File: config.mk
export PLATFORM = sky130hd
export DESIGN_NAME = x_calc_scheduler
export DESIGN_NICKNAME = d
export VERILOG_FILES = /design/src/rtl/x_calc_scheduler.sv
export SDC_FILE = /design/constraint.sdc
export NUM_CORES = 1
export LEC_CHECK = 0
export CORE_MARGIN = 10
export CORE_UTILIZATION = 30
export CTS_CLUSTER_DIAMETER = 150
export DETAILED_ROUTE_END_ITERATION = 7
export GPL_TIMING_DRIVEN = 0
export SLEW_MARGIN = 30
export SYNTH_ARGS = -nofsm -noshare
export SYNTH_HDL_FRONTEND = slang
export SYNTH_SLANG_ARGS = --single-unit
File: constraint.sdc
create_clock -name clk -period 3.1 [get_ports clk]
set_clock_uncertainty 0.2 [all_clocks]
set_input_delay 0.31 -clock clk [delete_from_list [all_inputs] [get_ports clk]]
set_output_delay 0.31 -clock clk [all_outputs]
set_load 0.1 [all_outputs]
File: src/rtl/x_calc_scheduler.sv
// x_calc_scheduler: sequences NUM_Q runs of the x_calculate engine.
// For each q it pulses start_new_q, streams the 16-entry H buffer and the
// 8-entry Y buffer, waits for q_done (bounded by TIMEOUT), then presents the
// detector results on a valid/ready port. Buffers are loaded only while idle.
module x_calc_scheduler #(
    parameter int unsigned N       = 16,
    parameter int unsigned NUM_Q   = 16,
    parameter int unsigned TIMEOUT = 256
) (
    input  logic         clk,
    input  logic         rst,

    // Buffer load port
    input  logic         wr_en,
    input  logic         wr_sel,
    input  logic [3:0]   wr_addr,
    input  logic [N-1:0] wr_r,
    input  logic [N-1:0] wr_i,

    // Run control and engine handshake
    input  logic         run,
    input  logic         q_done,
    input  logic [15:0]  xI1_in,
    input  logic [15:0]  xQ1_in,
    input  logic [15:0]  xI2_in,
    input  logic [15:0]  xQ2_in,
    input  logic         res_ready,

    output logic         start_new_q,
    output logic [3:0]   q_index,

    // Sample streams towards x_calculate
    output logic         H_in_valid,
    output logic [N-1:0] H_in_r,
    output logic [N-1:0] H_in_i,
    output logic         Y_in_valid,
    output logic [N-1:0] Y_in_r,
    output logic [N-1:0] Y_in_i,

    // Result port
    output logic         res_valid,
    output logic [3:0]   res_q,
    output logic [15:0]  res_xI1,
    output logic [15:0]  res_xQ1,
    output logic [15:0]  res_xI2,
    output logic [15:0]  res_xQ2,

    // Status
    output logic         busy,
    output logic         all_done,
    output logic         timeout_err
);

    // Wait counter is wide enough to reach TIMEOUT-1.
    localparam int unsigned WW = (TIMEOUT > 1) ? $clog2(TIMEOUT) : 1;
    localparam logic [WW-1:0] WAIT_LAST = WW'(TIMEOUT - 1);
    localparam logic [3:0]    Q_LAST    = 4'(NUM_Q - 1);

    typedef enum logic [2:0] {
        StIdle,
        StStart,
        StStream,
        StWaitDone,
        StOut,
        StFin
    } state_t;

    state_t          state;
    logic [3:0]      q;
    logic [3:0]      cnt;
    logic [WW-1:0]   wait_cnt;
    logic [3:0]      cnt_nxt;

    // Sample buffers; deliberately not reset so contents survive a reset.
    logic [N-1:0]    h_r_mem [16];
    logic [N-1:0]    h_i_mem [16];
    logic [N-1:0]    y_r_mem [8];
    logic [N-1:0]    y_i_mem [8];

    assign cnt_nxt = cnt + 4'd1;

    // Buffer writes are accepted only while idle; Y ignores address bit 3.
    always_ff @(posedge clk) begin
        if (wr_en && (state == StIdle)) begin
            if (!wr_sel) begin
                h_r_mem[wr_addr] <= wr_r;
                h_i_mem[wr_addr] <= wr_i;
            end else begin
                y_r_mem[wr_addr[2:0]] <= wr_r;
                y_i_mem[wr_addr[2:0]] <= wr_i;
            end
        end
    end

    // Scheduler FSM with every output registered alongside the state.
    always_ff @(posedge clk or negedge rst) begin
        if (!rst) begin
            state       <= StIdle;
            q           <= 4'd0;
            cnt         <= 4'd0;
            wait_cnt    <= '0;
            start_new_q <= 1'b0;
            q_index     <= 4'd0;
            H_in_valid  <= 1'b0;
            H_in_r      <= '0;
            H_in_i      <= '0;
            Y_in_valid  <= 1'b0;
            Y_in_r      <= '0;
            Y_in_i      <= '0;
            res_valid   <= 1'b0;
            res_q       <= 4'd0;
            res_xI1     <= 16'd0;
            res_xQ1     <= 16'd0;
            res_xI2     <= 16'd0;
            res_xQ2     <= 16'd0;
            busy        <= 1'b0;
            all_done    <= 1'b0;
            timeout_err <= 1'b0;
        end else begin
            // Single-cycle pulses default low.
            start_new_q <= 1'b0;
            all_done    <= 1'b0;

            unique case (state)
                StIdle: begin
                    if (run) begin
                        state       <= StStart;
                        q           <= 4'd0;
                        q_index     <= 4'd0;
                        timeout_err <= 1'b0;
                        start_new_q <= 1'b1;
                        busy        <= 1'b1;
                    end
                end

                // First beat lands in the cycle right after start_new_q.
                StStart: begin
                    state      <= StStream;
                    cnt        <= 4'd0;
                    H_in_valid <= 1'b1;
                    H_in_r     <= h_r_mem[0];
                    H_in_i     <= h_i_mem[0];
                    Y_in_valid <= 1'b1;
                    Y_in_r     <= y_r_mem[0];
                    Y_in_i     <= y_i_mem[0];
                end

                // Y drops out after eight beats; its data holds at Y[7].
                StStream: begin
                    if (cnt == 4'd15) begin
                        state      <= StWaitDone;
                        H_in_valid <= 1'b0;
                        Y_in_valid <= 1'b0;
                        wait_cnt   <= '0;
                    end else begin
                        cnt    <= cnt_nxt;
                        H_in_r <= h_r_mem[cnt_nxt];
                        H_in_i <= h_i_mem[cnt_nxt];
                        if (!cnt_nxt[3]) begin
                            Y_in_r <= y_r_mem[cnt_nxt[2:0]];
                            Y_in_i <= y_i_mem[cnt_nxt[2:0]];
                        end else begin
                            Y_in_valid <= 1'b0;
                        end
                    end
                end

                // q_done wins over the timeout on the final wait cycle.
                StWaitDone: begin
                    if (q_done) begin
                        state     <= StOut;
                        res_valid <= 1'b1;
                        res_q     <= q;
                        res_xI1   <= xI1_in;
                        res_xQ1   <= xQ1_in;
                        res_xI2   <= xI2_in;
                        res_xQ2   <= xQ2_in;
                    end else if (wait_cnt == WAIT_LAST) begin
                        state       <= StIdle;
                        timeout_err <= 1'b1;
                        busy        <= 1'b0;
                    end else begin
                        wait_cnt <= wait_cnt + 1'b1;
                    end
                end

                // Result held until the consumer takes it.
                StOut: begin
                    if (res_ready) begin
                        res_valid <= 1'b0;
                        if (q == Q_LAST) begin
                            state    <= StFin;
                            all_done <= 1'b1;
                        end else begin
                            state       <= StStart;
                            q           <= q + 4'd1;
                            q_index     <= q + 4'd1;
                            start_new_q <= 1'b1;
                        end
                    end
                end

                StFin: begin
                    state <= StIdle;
                    busy  <= 1'b0;
                end

                default: begin
                    state <= StIdle;
                    busy  <= 1'b0;
                end
            endcase
        end
    end

endmodule

==> impl_metrics.ini, run 1 <==
[run_status]
status = finished, final reports clean

[clock_network]
tritoncts_sinks = 926
clock_tree.htree_level_count = 3
clock_tree.root_cell = sky130_fd_sc_hd__clkbuf_16
clkLatencyLatePin_ns = 0.66
clk_transition_reported_paths_ns = 0.06
cts_max_path_buffers = 3
clock_tree_from_tritoncts = built
number_of_buffers_created_by_cts = 97

[critical_path]
critPathBufInv = 2
worst_path_largest_cell_delay_ns = 0.46
critical-path-top-delay-family = buffers and inverters
slowest_stage = sky130_fd_sc_hd__ha_1
worst_setup_path_start_kind = flip-flop
r2r-start = cnt[1]
critical_path.endpoint_type = flip-flop
crit_start = cnt[1]
timing.critical_path.fanout_max = 10
worst_ep_arrival_time_ns = 3.30
critical_path_class = flip-flop to flip-flop
crit_chain = ha_1, clkbuf_2, clkbuf_4, mux4_2, mux2i_1, nor2_1, a21oi_1, o21ai_0
endpoint_required_time_on_the_critical_path_ns = 3.40

[floorplanning]
top_level_ports = 250
die-height_um = 365
fp-row-count = 126
fp.coreArea_um2 = 118000
initial_utilization_pct = 30.2
die_width_um = 365
fp.dieArea_um2 = 133000

[synthesis]
syn_nets = 1887
synthXorXnorAreaFrac_pct = 0.221
post_synth_and_or_nand_nor_area_fraction_pct = 2.40
synth-async-reset-ratio_pct = 17.1
synth-compound-area-share_pct = 3.10
synth-seq-area-share_pct = 75.8
ys_warn_count = 0
synth_area_per_cell_um2 = 20.0
netlist_area_um2 = 35600
ys_types = 46
synthesis.instances = 1777
portion_of_netlist_area_occupied_by_mux_cells_pct = 17.1
synth-edff-count = 768
synth_flop_cell = sky130_fd_sc_hd__edfxtp_1
synthAdderAreaFrac_pct = 0.105
dominant_combinational_cell_family_by_area_after_synthesis = multiplexers
postSynthRegisterBits = 926

[timing]
max_freq_mhz = 333
maxSlewViolCount = 0
max-slew-margin-rel_pct = 30.4
period_utilisation_layout_pct = 96.9
worst_slew_pin_slew_ns = 1.04
setup_viol = 0
finalWorstPathRequiredPeriod_ns = 3.00
unrepaired_setup_endpoints_after_global_routing = false
hold_violations = 0
timing.setup.tns_ns = 0
worst_slack_on_hold_paths_ns = 0.0208

[drt]
detail_route.first_pass.iterations = 5
wirelength_um = 92400
drc = 0
wl_met3_um = 7240
drt-vias-per-instance = 4.90
routed.top_layer = met5
routed-wl-met2_um = 45000
antenna_left = 0
wl_met1_um = 38000
detail_route.iter0.violations = 1677
detail_route.wl_per_cell_um = 24.2
num_vias = 18700

[power]
leakage_power_figure_nw = 15.2
total_switching_power_mw = 18.3
cell_internal_pwr_mw = 28.1
power.share.clock_pct = 26.2
p_sw_share_pct = 39.5
combinationalPowerShare_pct = 41.1
tot_pwr_mw = 46.5
pwr_density_cell_nw_per_um2 = 1030
seq_power_share_pct = 32.7
vdd.ir_drop.worst_v = 0.000791

[global_route]
first_global_vias = 19800
antenna_found_initial = 6
pin_count_of_the_biggest_net_entering_global_routing = 84
grt_first_pass_wirelength_um = 135000
gr-usage-all-layers_pct = 13.6
globalRouteOverflowTotal = 0

[placement]
detailedPlacementHpwl_um = 63700
placement.cell_area_um2 = 41300
place.gp.congestion = 0.741
place.port_buffers = 249

[finish]
final_net_count = 2307
filler_cell_count = 10500
post-route-cell-area_um2 = 45000
layout-area-overhead-vs-synth_pct = 26.4
mostFrequentLayoutCell = sky130_fd_sc_hd__edfxtp_1
layout_common_cells = sky130_fd_sc_hd__edfxtp_1, sky130_fd_sc_hd__clkdlybuf4s50_1, sky130_fd_sc_hd__mux4_2
layout-drive-gt1-share_pct = 28.5
final_core_utilization_pct = 38.2

[worst_hold_path]
hold_class = input pin to async pin

[run]
max_cap_viol_count = 0
==> logic make-up after synthesis <==
kind of cell,count (synthesis)
XOR/XNOR,9
buffers and inverters,100
AND/OR/NAND/NOR,197
multiplexers,357
flip-flops,926
AO/OA/AOI/OAI,185
adder cells (fa/ha/maj),3
==> path summary, 6_finish.rpt <==
path / slack (ns) / depth (start not counted) / to
worst max register to register: 0.1 / 8 / Y_in_i[8]
min in group clk: 0.07 / 2 / res_xQ1[6]
max in group asynchronous: 1.67 / 3 / res_xI1[8]
worst min-delay path: 0.02 / 3 / res_xI1[7]
worst max-delay path: 0.1 / 8 / Y_in_i[8]
worst min register to register: 0.28 / 2 / Y_in_r[11]
==> routing by layer <==
layer	GRT usage, %	up-vias
li1	-	8018
met1	17.6	9832
met2	23.0	705
met3	3.34	135
met4	3.34	6
met5	0	-
==> through the flow <==
step	setup WS, ns	instances
2_1_floorplan	-0.252	1777
3_5_place_dp	-0.739	3608
4_1_cts	0.0209	3802
5_1_grt	0.00476	3816
3_3_place_gp	-5.51	3562
6_report	0.0953	3818
==> cells in the mapped netlist, types with 7 or more instances <==
library cell,instances,share of area (%)
sky130_fd_sc_hd__edfxtp_1,768,65
sky130_fd_sc_hd__nand3_1,8,0.11
sky130_fd_sc_hd__mux2i_1,64,1.8
sky130_fd_sc_hd__o21ai_0,38,0.53
sky130_fd_sc_hd__mux2_2,101,3.2
sky130_fd_sc_hd__xor2_1,9,0.22
sky130_fd_sc_hd__buf_1,7,0.074
sky130_fd_sc_hd__dfrtp_1,158,11
sky130_fd_sc_hd__clkbuf_1,53,0.56
sky130_fd_sc_hd__buf_2,33,0.46
sky130_fd_sc_hd__a2bb2oi_1,32,0.79
sky130_fd_sc_hd__nor2_1,105,1.1
sky130_fd_sc_hd__a21oi_1,99,1.4
sky130_fd_sc_hd__nand2_1,53,0.56
sky130_fd_sc_hd__mux4_2,192,12
==> power by group through the flow <==
stage,registers [mW],clock network [mW],logic (mW)
after global routing,15.3,13.0,20.2
after floorplan,21.6,0,7.56
final,15.2,12.2,19.1
after global placement,15.4,0,19.2
after CTS,15.2,12.5,19.4
after detailed placement,15.4,0,19.3
==> final cells by class <==
type	instances	area, um^2	area share (%)
Multi-Input combinational cell	751	8420	18.7
Antenna cell	2	5.00	0.0111
Tap cell	1536	1920	4.27
Buffer	94	450	1.00
Sequential cell	926	27000	60.0
Inverter	5	18.8	0.0417
Clock inverter	46	636	1.41
Timing Repair Buffer	322	3800	8.44
Clock buffer	136	2780	6.17
==> registers in the layout (all words and copies together) (netlist names), 128 cells and up <==
name	cells
y_i_mem	128
y_r_mem	128
h_i_mem	256
h_r_mem	256
==> timing repair <==
item	4_1_cts	5_1_grt
resized for setup	23	15
buffers inserted	10	4
endpoints found under the hold margin	119	264
hold buffers	2	11
cloned	0	0
pin swaps	5	2
setup endpoints to repair	149	196
==> worst register-to-register path, delay by kind of cell (launching register included) <==
kind	cells	cell delay, ns
AO/OA/AOI/OAI	2	0.51
adder cells (fa/ha/maj)	1	0.46
buffers and inverters	2	0.73
flip-flops	1	0.41
multiplexers	2	0.49
AND/OR/NAND/NOR	1	0.06
(Power assumes the default switching activity.)
==> inputs of run 2 (changes only) <==
--- a/config.mk
+++ b/config.mk
@@ -5,6 +5,7 @@
 export SDC_FILE = /design/constraint.sdc
 export NUM_CORES = 1
 export LEC_CHECK = 0
+export CORE_ASPECT_RATIO = 1.4
 export CORE_MARGIN = 10
 export CORE_UTILIZATION = 30
 export CTS_CLUSTER_DIAMETER = 150
==> run 2 against run 1 <==
Hold slack improved by 0.046 ns. Largest cell class unchanged. Sequential power barely moved. Sequential share of layout area rose by 0.66 points. Utilization fell by 0.38 points. First-iteration DRC count fell by 18%.
==> impl_metrics.ini, run 2 (synthesis results as in run 1) <==
[placement]
place.port_buffers = 249
place.gp.congestion = 0.817
detailedPlacementHpwl_um = 64700
pre_cts_ws_ns = -0.630

[power]
pwr_density_cell_nw_per_um2 = 1010
vdd.ir_drop.worst_v = 0.000694
leakage_power_figure_nw = 15.0

[critical_path]
crit_start = cnt[1]
reg2reg_depth = 8
endpoint_required_time_on_the_critical_path_ns = 3.42
timing.critical_path.fanout_max = 10
reg2reg_setup_slack_ns = 0.09
r2r-start = cnt[1]
worst_setup_path_endpoint = Y_in_i[5]
critical_path.endpoint_type = flip-flop
worst_ep_arrival_time_ns = 3.33
worst_setup_path_start_kind = flip-flop
critical_path_class = flip-flop to flip-flop
rr_endpoint = Y_in_i[5]

[finish]
layout_common_cells = sky130_fd_sc_hd__edfxtp_1, sky130_fd_sc_hd__clkdlybuf4s50_1, sky130_fd_sc_hd__mux4_2
layout-drive-gt1-share_pct = 27.6
layout-area-overhead-vs-synth_pct = 25.0
final_core_utilization_pct = 37.8
mostFrequentLayoutCell = sky130_fd_sc_hd__edfxtp_1
largest_registers = h_i_mem x256, h_r_mem x256
final_net_count = 2305

[clock_network]
number_of_buffers_created_by_cts = 86
tritoncts_sinks = 926
clk_transition_reported_paths_ns = 0.06
clock_tree.root_cell = sky130_fd_sc_hd__clkbuf_16
clock_tree.htree_level_count = 3
clock_tree_from_tritoncts = built
clkLatencyLatePin_ns = 0.68
cts_max_path_buffers = 3

[global_route]
grt_first_pass_wirelength_um = 136000
first_global_vias = 20000
antenna_found_initial = 16
pin_count_of_the_biggest_net_entering_global_routing = 84
gr-usage-all-layers_pct = 13.8
globalRouteOverflowTotal = 0

[timing]
maxSlewViolCount = 0
max-slew-margin-rel_pct = 31.2
least_setup_slack_across_all_paths_after_layout_ns = 0.0854
period_utilisation_layout_pct = 97.2
worst_slew_pin_slew_ns = 1.03
finalWorstPathRequiredPeriod_ns = 3.01
max_freq_mhz = 332
setup_viol = 0
hold_violations = 0

[floorplanning]
initial_utilization_pct = 30.2
fp.dieArea_um2 = 133000
top_level_ports = 250
die-height_um = 428
fp-row-count = 149
fp.coreArea_um2 = 118000
die_width_um = 311

[drt]
detail_route.iter0.violations = 1367
num_vias = 18700
detail_route.first_pass.iterations = 7
wirelength_um = 93500
antenna_left = 0
drc = 0
drt-vias-per-instance = 4.84
detail_route.wl_per_cell_um = 24.3

[run_status]
status = finished, final reports clean

[run]
max_cap_viol_count = 0

[worst_hold_path]
hold_class = input pin to flip-flop
-- run 2: worst min path at each step --
| stage | startpoint | endpoint | slack (ns) | cells after the start |
|---|---|---|---|---|
| global route | xQ1_in[0] | res_xQ1[0] | 0.04 | 2 |
| floorplan | rst | H_in_i[0] | -0.19 | 0 |
| finish | xI1_in[1] | res_xI1[1] | 0.07 | 2 |
| CTS | xQ1_in[15] | res_xQ1[15] | 0.002 | 2 |
| detailed placement | rst | res_xQ1[0] | -0.009 | 1 |
| global placement | Y_in_i[15] | Y_in_i[15] | 0.28 | 2 |
-- run 2: cell type report --
cell class              count  area [um^2]
multi-input cells         751         8400
diodes                      3         7.51
well taps                1585         1980
inverters                   5         18.8
flip-flops and latches    926        27000
clock buffers             120         2430
clock inverters            40          373
fillers                 10600        73300
repair buffers            331         3880
plain buffers              94          440
-- run 2: where the power goes --
| group | internal (mW) | switching (mW) | leakage [nW] |
|---|---|---|---|
| clock | 5.87 | 4.64 | 1.38 |
| sequential | 14.6 | 0.601 | 8.82 |
| combinational | 6.11 | 13.0 | 4.80 |
| total | 26.6 | 18.3 | 15.0 |
-- run 2: metrics by stage --
step             TNS, ns  std cells  hold WS [ns]  cell area (um^2)  total power [mW]
3_5_place_dp      -61.31       3653      -0.00882             41300              34.8
5_1_grt           -0.129       3852        0.0365             44500              46.7
6_report               0       3855        0.0665             44600              44.8
4_1_cts        -0.000871       3847       0.00160             44500              45.4
3_3_place_gp    -2341.43       3611         0.278             40100              34.7
2_1_floorplan     -71.57       1777        -0.186             35600              29.2
-- run 2: routing by layer --
metal | track usage [%] | vias up | share of wire (%)
met4 | 5.38 | 28 | 3.1
li1 | - | 8013 | -
met5 | 0 | - | 0.15
met1 | 14.7 | 9841 | 36
met2 | 25.4 | 622 | 54
met3 | 3.92 | 170 | 7.1
-- run 2: worst max-delay path, stage by stage, from the launching register on --
cell	delay, ns
sky130_fd_sc_hd__dfrtp_1	0.41
sky130_fd_sc_hd__ha_1	0.43
sky130_fd_sc_hd__clkbuf_2	0.35
sky130_fd_sc_hd__clkbuf_2	0.42
sky130_fd_sc_hd__mux4_2	0.37
sky130_fd_sc_hd__mux2i_1	0.14
sky130_fd_sc_hd__nor2_1	0.06
sky130_fd_sc_hd__a21oi_1	0.36
sky130_fd_sc_hd__o21ai_0	0.14
-- run 2: timing repair --
| action | CTS | global route |
|---|---|---|
| pin swaps | 18 | 2 |
| setup endpoints to repair | 438 | 164 |
| hold endpoints to repair | 160 | 48 |
| hold buffers | 5 | 2 |
| gates resized for setup | 19 | 14 |
| setup buffers | 29 | 4 |
==> edit: new RTL, settings of run 1 <==
Re-encode `state_t` (6 states) as one-hot, 6 bits wide.
--- a/src/rtl/x_calc_scheduler.sv
+++ b/src/rtl/x_calc_scheduler.sv
@@ -56,13 +56,13 @@
     localparam logic [WW-1:0] WAIT_LAST = WW'(TIMEOUT - 1);
     localparam logic [3:0]    Q_LAST    = 4'(NUM_Q - 1);
 
-    typedef enum logic [2:0] {
-        StIdle,
-        StStart,
-        StStream,
-        StWaitDone,
-        StOut,
-        StFin
+    typedef enum logic [5:0] {
+        StIdle     = 6'b000001,
+        StStart    = 6'b000010,
+        StStream   = 6'b000100,
+        StWaitDone = 6'b001000,
+        StOut      = 6'b010000,
+        StFin      = 6'b100000
     } state_t;
 
     state_t          state;
Function: same outputs for any inputs over 4 cycles, from zero or initial values and one cycle with rst low; so few cycles prove little.
==> edit against run 1 <==
  * Count of clock-buffer cells in the layout is 3 lower
  * Routed wire length is 8.7% higher
  * Worst setup slack worse by 0.045 ns
  * Power is 19% lower
  * Cell area is 1.1% higher
  * Area after synthesis is 1.5% higher
  * Sequential cell count is 3 higher
  * Global-route usage is 0.90 points higher
==> edit: results <==
group,metric,value,unit
sta,max-slew-margin-rel,30.7,%
power,irDropWorstVdd,0.443,mV
power,intPower,24600,uW
synth,synth_fp_nets,2057,
setup_path,reg2regPathDepth,6,
cts,cts_resized,8,
grt,antenna_found_initial,7,
synth,synthAdderAreaFrac,0.104,%
synth,synth-xor-area-share,0.263,%
sta,whs,0.0329,ns
finish,fin_nets,2484,
setup_path,ff2ff_setup_slack,0.05,ns
setup_path,critPathSlowestCell,"nand4b_1",
power,pg_seq,14700,uW
cts,hold_buffers,3,
power,leakagePower,0.0153,uW
finish,post_route_cells_drive_above_1_share,26.5,%
setup_path,arrival,3.38,ns
synth,ys_top_cells_by_count,"edfxtp_1 (768), nand2_1 (241), mux4_2 (192)",
grt,grt_pass1_wl,147000,um
grt,grtUsageMet3,3.85,%
routing,drt_iter0_drc,1831,
finish,n_antenna_cell,0,
placement,gp_congestion,0.797,
grt,grt_pass1_vias,21400,
setup_path,crit_path_end,"H_in_r[5]",
routing,viasPerCell,4.97,
synth,synthMuxAreaShare,15.0,%
routing,routedWlPerCell,24.7,um
synth,synth_compound_area_share,3.17,%
setup_path,critPathMaxStageDelay,0.52,ns
synth,yosys-top-cells-area,"edfxtp_1 (64%), mux4_2 (12%), dfrtp_1 (11%)",
power,power_clock,11600,uW
routing,wl_met1,40000,um
routing,met2WireLength,49500,um
synth,synth.distinct_cells,51,
cts,numCtsBuffers,98,
grt,grt_use_met1,18.0,%
run_status,status,"finished, final reports clean",
grt,grtUsageMet2,24.6,%
synth,synth-async-reset-ratio,17.3,%
cts,post_cts.repair.setup_buffers,14,
grt,grt_usage,14.5,%
grt,grt_start_max_net_pins,74,
placement,hpwl,69200,um
edit: cell count changes after synthesis, moves of 59 or more:
| cell | delta |
|---|---|
| nand2_1 | +188 |
| nand3_1 | +74 |
| mux2i_1 | -64 |
| nor2_1 | -63 |
| a21oi_1 | -62 |
| o21ai_1 | +59 |
edit: through the flow:
step                      std cells   TNS, ns  instance area (sq um)  total power [uW]  worst slack (ns)
final                          4069         0                  45500             37700            0.0501
after global routing           4069   -0.0262                  45500             39200           -0.0171
after CTS                      4055  -0.00182                  45400             38100          -0.00182
after detailed placement       3855    -87.87                  41900             26400            -0.534
after global placement         3808  -2417.66                  40700             26300             -5.79
after floorplan                1947   -220.77                  36200             23000            -0.395
edit: final cells by class:
type                       instances  area [sq um]
fill                           10900         74300
sequential                       929         27100
multi-input combinational        899          8650
timing repair buffer             327          3900
clock buffer                     133          2700
tap                             1612          2020
buffer                           113           662
clock inverter                    50           499
inverter                           6          22.5
